--- src/rtl/axis_conv_pkg.sv ---
// Shared helpers for the narrow-to-wide AXIS packer: geometry checks and page flag record.
package axis_conv_pkg;

  function automatic int calc_k(input int n, input int m);
    return (m > 0) ? n / m : 0;
  endfunction

  function automatic bit width_ok(input int n, input int m);
    return (m > 0) && (n % m == 0) && (n / m >= 2);
  endfunction

  function automatic int fill_width(input int k);
    return $clog2(k) + 1;
  endfunction

  typedef struct packed {
    logic first;
    logic valid;
  } page_flags_t;

endpackage

--- src/rtl/axis_width_conv_narrow_wide.sv ---
// Packs M-bit symbols into N-bit words through a two-page ping-pong buffer.
// Optional macro AXIS_NW_PAD_EN: an early tfirst zero-pads and closes the page instead of discarding it.
module axis_width_conv_narrow_wide
  import axis_conv_pkg::*;
#(
  parameter int N = 8,
  parameter int M = 4
) (
  input  logic         clk,
  input  logic         rst,
  output logic         s_axis_tnext,
  input  logic [M-1:0] s_axis_tdata,
  input  logic         s_axis_tfirst,
  input  logic         s_axis_tvalid,
  input  logic         m_axis_tnext,
  output logic [N-1:0] m_axis_tdata,
  output logic         m_axis_tfirst,
  output logic         m_axis_tvalid,
  output logic         short_word,
  output logic [15:0]  bit_count
);

  localparam int K = calc_k(N, M);
  localparam int W_FILL = fill_width(K);
  localparam logic [W_FILL-1:0] FILL_LAST = W_FILL'(K - 1);

  if (!width_ok(N, M)) begin : g_bad_width
    $error("axis_width_conv_narrow_wide: N must be a multiple of M with N/M >= 2");
  end

  typedef struct packed {
    logic [N-1:0] data;
    page_flags_t  flags;
  } page_t;

  typedef struct packed {
    page_t [1:0]       page;
    logic              wr_page;
    logic              rd_page;
    logic [W_FILL-1:0] fill;
    logic              short_word;
    logic [15:0]       bit_count;
  } regs_t;

  localparam regs_t REGS_RST = '0;

  regs_t             r;
  regs_t             r_n;
  logic              s_stall;
  logic              accept;
  logic              pad_close;
  logic              realign;
  logic              rd_take;
  logic [W_FILL-1:0] slot;
  logic [1:0]        nvalid;

  // Valid/ready contract: a symbol transfers on every cycle s_axis_tvalid is high and
  // s_axis_tnext is high; a word transfers on every cycle m_axis_tvalid and m_axis_tnext
  // are both high. s_axis_tnext never depends on m_axis_tnext.
  always_comb begin
    r_n            = r;
    r_n.short_word = 1'b0;
    s_stall        = r.page[r.wr_page].flags.valid;
    pad_close      = 1'b0;
    realign        = 1'b0;
    slot           = r.fill;
    nvalid         = 2'd0;

`ifdef AXIS_NW_PAD_EN
    // An early tfirst holds off input until the partial page can be closed behind a free page.
    if (s_axis_tvalid && s_axis_tfirst && (r.fill != '0)) begin
      s_stall   = 1'b1;
      pad_close = !r.page[~r.wr_page].flags.valid;
    end
`endif

    accept  = s_axis_tvalid && !s_stall;
    rd_take = m_axis_tnext && r.page[r.rd_page].flags.valid;

    if (rd_take) begin
      r_n.page[r.rd_page].flags.valid = 1'b0;
      r_n.rd_page                     = ~r.rd_page;
    end

    if (pad_close) begin
      for (int i = 0; i < K; i++) begin
        if (W_FILL'(i) >= r.fill) r_n.page[r.wr_page].data[N-1-i*M -: M] = '0;
      end
      r_n.page[r.wr_page].flags.valid = 1'b1;
      r_n.wr_page                     = ~r.wr_page;
      r_n.fill                        = '0;
      r_n.short_word                  = 1'b1;
    end else if (accept) begin
      // A tfirst mid-word drops the partial symbols and restarts the word at slot 0.
      realign = s_axis_tfirst && (r.fill != '0);
      slot    = realign ? '0 : r.fill;
      for (int i = 0; i < K; i++) begin
        if (W_FILL'(i) == slot) r_n.page[r.wr_page].data[N-1-i*M -: M] = s_axis_tdata;
      end
      if (slot == '0) r_n.page[r.wr_page].flags.first = s_axis_tfirst;
      if (slot == FILL_LAST) begin
        r_n.page[r.wr_page].flags.valid = 1'b1;
        r_n.wr_page                     = ~r.wr_page;
        r_n.fill                        = '0;
      end else begin
        r_n.fill = slot + W_FILL'(1);
      end
      if (realign) r_n.short_word = 1'b1;
    end

    nvalid        = {1'b0, r_n.page[0].flags.valid} + {1'b0, r_n.page[1].flags.valid};
    r_n.bit_count = 16'(nvalid) * 16'(N) + 16'(r_n.fill) * 16'(M);
  end

  always_ff @(posedge clk or negedge rst) begin
    if (!rst) r <= REGS_RST;
    else      r <= r_n;
  end

  assign s_axis_tnext  = accept;
  assign m_axis_tvalid = r.page[r.rd_page].flags.valid;
  assign m_axis_tdata  = r.page[r.rd_page].data;
  assign m_axis_tfirst = r.page[r.rd_page].flags.first;
  assign short_word    = r.short_word;
  assign bit_count     = r.bit_count;

endmodule
--- config.mk ---
export PLATFORM = sky130hd
export DESIGN_NAME = axis_width_conv_narrow_wide
export DESIGN_NICKNAME = d
export VERILOG_FILES = /design/src/rtl/axis_conv_pkg.sv /design/src/rtl/axis_width_conv_narrow_wide.sv
export SDC_FILE = /design/constraint.sdc
export NUM_CORES = 1
export LEC_CHECK = 0
export CAP_MARGIN = 10
export CORE_MARGIN = 5
export CORE_UTILIZATION = 35
export DETAILED_ROUTE_END_ITERATION = 8
export RECOVER_POWER = 100
export SYNTH_ARGS = -nofsm -noshare
export SYNTH_HDL_FRONTEND = slang
export SYNTH_SLANG_ARGS = --single-unit
--- constraint.sdc ---
create_clock -name clk -period 5.27 [get_ports clk]
set_clock_uncertainty 0.2 [all_clocks]
set_input_delay 1.054 -clock clk [delete_from_list [all_inputs] [get_ports clk]]
set_output_delay 1.054 -clock clk [all_outputs]
set_load 0.03 [all_outputs]
==> metrics <==
maximum number of pins on one net before global-route repair=29; most common flop cell mapped by yosys=sky130_fd_sc_hd__dfrtp_1; post-route met1 wirelength=1160 µm; via count=800; number of setup violations in the final report=0; total global routing overflow=0; fraction of synthesized cell area taken by the top area cell type=49.6%; Largest stage delay, worst path=740 ps; launching element of the worst setup path=s_axis_tvalid; clock tree from TritonCTS=done; flop2flop setup slack=3090 ps; antenna-violating nets left=0; CTS clk-pin slew, worst paths=90 ps; post-route total power=993 µW; first-pass GRT wire length=4200 µm; die boundary width=73.5 µm; Core Box Area=3940 µm²; number of maximum-capacitance violations=1; weighted congestion reported at the end of routability-driven placement=0.732; total placed instance area=1630 µm²; deepest clock path buffer count=2; routed vias/inst=4.55; number of rows created at floorplan=23; cell with the largest stage delay on the worst path=sky130_fd_sc_hd__dlygate4sd3_1; EDFF count, synth=0; most prevalent standard cell on the critical path=sky130_fd_sc_hd__dlygate4sd3_1; Detail Placement HPWL=1790 µm; cell types with the largest area share after synthesis=sky130_fd_sc_hd__dfrtp_1, sky130_fd_sc_hd__mux2_2, sky130_fd_sc_hd__buf_4, sky130_fd_sc_hd__mux2_4, sky130_fd_sc_hd__ha_1; most frequently used cell type in the post-synthesis netlist=sky130_fd_sc_hd__dfrtp_1; hold bufs inserted after CTS=0; summed instance area of the synthesized netlist=1410 µm²; violated checks=max-capacitance violations; Slew @ Worst Pin=1500 ps; cell count of the worst hold path=1; Period Utilization, post-route=74.2%; worst path required time=4020 ps; initial antenna violation count=0; total negative setup slack=0 ps; total leakage power=0.745 nW; cells resized by post-CTS repair=0; Pwr per Cell Area=612 nW/µm²; arrival time at the worst endpoint=2660 ps; type of the setup path with the least slack=input port to output pin; Critical Path End Type=output pin; Pre-antenna DRT Iters=4; most numerous cell types in the synthesized netlist=sky130_fd_sc_hd__dfrtp_1, sky130_fd_sc_hd__mux2_2, sky130_fd_sc_hd__buf_4, sky130_fd_sc_hd__mux2_4, sky130_fd_sc_hd__nand2_1; number of buffers created by CTS=3; global router's overall resource usage=10.3%; unrepaired setup endpoints after global routing=no; launch instance of the worst register-to-register path=bit_count[2]$_DFFE_PN0P_; final-stage net count=141; Worst Hold Path EP=r[36]$_DFFE_PN0P_; average routed wire per standard cell=14.1 µm; fraction of final layout cells sized beyond drive strength 1=20.6%; number of hold violations in the final report=0; post-synthesis register bit count=28; die boundary height=73.5 µm; Worst Path Max Fanout=4; min Tclk post-route=3910 ps; Die Footprint=5400 µm²; Post-CTS Setup Repair Bufs=0; worst-case headroom to the max-slew limit=0.226%; count of different cell masters after synthesis=27; Area Overhead vs Synth=14.9%; status=finished with violations; peak ir drop on the vdd network=0.269 mV; root buffer selected by CTS=sky130_fd_sc_hd__clkbuf_8; Initial Util=35.8%; reg-to-reg endpoint=bit_count[5]$_DFF_PN0_; Tightest Hold Check Type=flip-flop to flip-flop; Yosys Warn Count=0; Gate Count Post-Synth=105; hold path startpoint=r[36]$_DFFE_PN0P_; vias in the first global route=850; Top-Level Pins=37; critical path launch point type=input port; final routed DRC violation total=0; met2 wire length=1120 µm; I/O Buffers=24; wire length on met3=155 µm; worst reg2reg path depth=6; finished layout cell area=1620 µm²; Post-Synthesis Mean Instance Area=13.4 µm²; share of synthesized flip-flops with an asynchronous set or reset=100%; share of synthesized area occupied by flip-flops and latches=49.6%; critical-path cell list=dlygate4sd3_1 > o21ai_0 > inv_1 > dlygate4sd3_1; clock sinks=28; fmax=256 MHz; number of inserted diodes=0; Iter 0 DRT Violations=29; dominant cell type by area after synthesis=sky130_fd_sc_hd__dfrtp_1; H-Tree Depth=1; highest metal used=met4; total length of routed wires=2480 µm; insertion delay to the later sink of the worst-skew pair=260 ps; Max Slew Vio Count=0
## worst max-delay path by stage
stage | end | cells after the start
3_5_place_dp | s_axis_tnext | 4
4_1_cts | s_axis_tnext | 4
3_3_place_gp | s_axis_tnext | 4
2_1_floorplan | m_axis_tvalid | 3
6_report | s_axis_tnext | 4
5_1_grt | s_axis_tnext | 4
## cell families after synthesis
group                      count (synthesis)  share of synthesized area (%)
AOI/OAI and AO/OA                         10                           4.96
adders and majority gates                  4                           4.08
buffers and inverters                     20                           9.66
DFF                                       28                           49.6
muxes                                     28                           24.5
other                                      1                          0.266
and+or+nand+nor                           14                           6.92
## final cells by class
cell class	instances	area (µm²)
Clock buffer	3	41.3
Fill cell	375	2320
Inverter	2	7.51
Multi-Input combinational cell	68	566
Sequential cell	28	701
Tap cell	50	62.6
Timing Repair Buffer	25	244
## cells in the final DEF (no fill, tap or decap)
cell / n
sky130_fd_sc_hd__clkdlybuf4s50_1: 4
sky130_fd_sc_hd__mux2_1: 8
sky130_fd_sc_hd__inv_1: 2
sky130_fd_sc_hd__clkbuf_8: 3
sky130_fd_sc_hd__nor2_1: 2
sky130_fd_sc_hd__clkbuf_1: 1
sky130_fd_sc_hd__a21oi_1: 3
sky130_fd_sc_hd__nor3b_1: 1
sky130_fd_sc_hd__o21a_1: 1
sky130_fd_sc_hd__nor2_2: 1
sky130_fd_sc_hd__ha_1: 3
sky130_fd_sc_hd__nand2_1: 6
sky130_fd_sc_hd__o21ai_0: 3
sky130_fd_sc_hd__nand2b_1: 1
sky130_fd_sc_hd__a31oi_1: 1
sky130_fd_sc_hd__mux2_2: 18
sky130_fd_sc_hd__and2b_4: 1
sky130_fd_sc_hd__o211a_2: 1
sky130_fd_sc_hd__o211ai_1: 1
sky130_fd_sc_hd__fa_1: 1
sky130_fd_sc_hd__and4bb_1: 1
sky130_fd_sc_hd__dfrtp_1: 28
sky130_fd_sc_hd__nor2b_1: 1
sky130_fd_sc_hd__mux2_4: 2
sky130_fd_sc_hd__dlygate4sd3_1: 20
sky130_fd_sc_hd__conb_1: 12
## metrics by stage
step	instances	util (%)	worst slack (ps)	hold slack [ps]
after detailed placement	173	41.4	1580	283
after floorplan	116	-	2650	252
after global placement	173	41.4	1590	272
after global routing	176	41.1	1230	317
after CTS	176	42.5	1570	305
final	176	41.1	1360	297
## report_power, final
| part | internal [mW] | switching, mW | leakage [nW] |
|---|---|---|---|
| clock network | 0.0512 | 0.0627 | 0.0216 |
| registers | 0.309 | 0.0671 | 0.340 |
| logic | 0.232 | 0.270 | 0.383 |
| total | 0.593 | 0.400 | 0.745 |
## registers in the layout, indices dropped and copies added, names as in the netlist
register	count
short_word	1
bit_count	4
r	23
## critical path: cells and delay by family
kind                   cells  cell delay (ps)
AO/OA/AOI/OAI              1              200
buffers and inverters      3             1410
## routing by layer
layer  GRT usage, %  vias to the layer above
met5              0                        -
met4           4.63                        0
met3           2.19                        4
met2           15.0                       30
met1           14.5                      394
li1               -                      372
No activity file was read; power rests on OpenSTA's default activity.
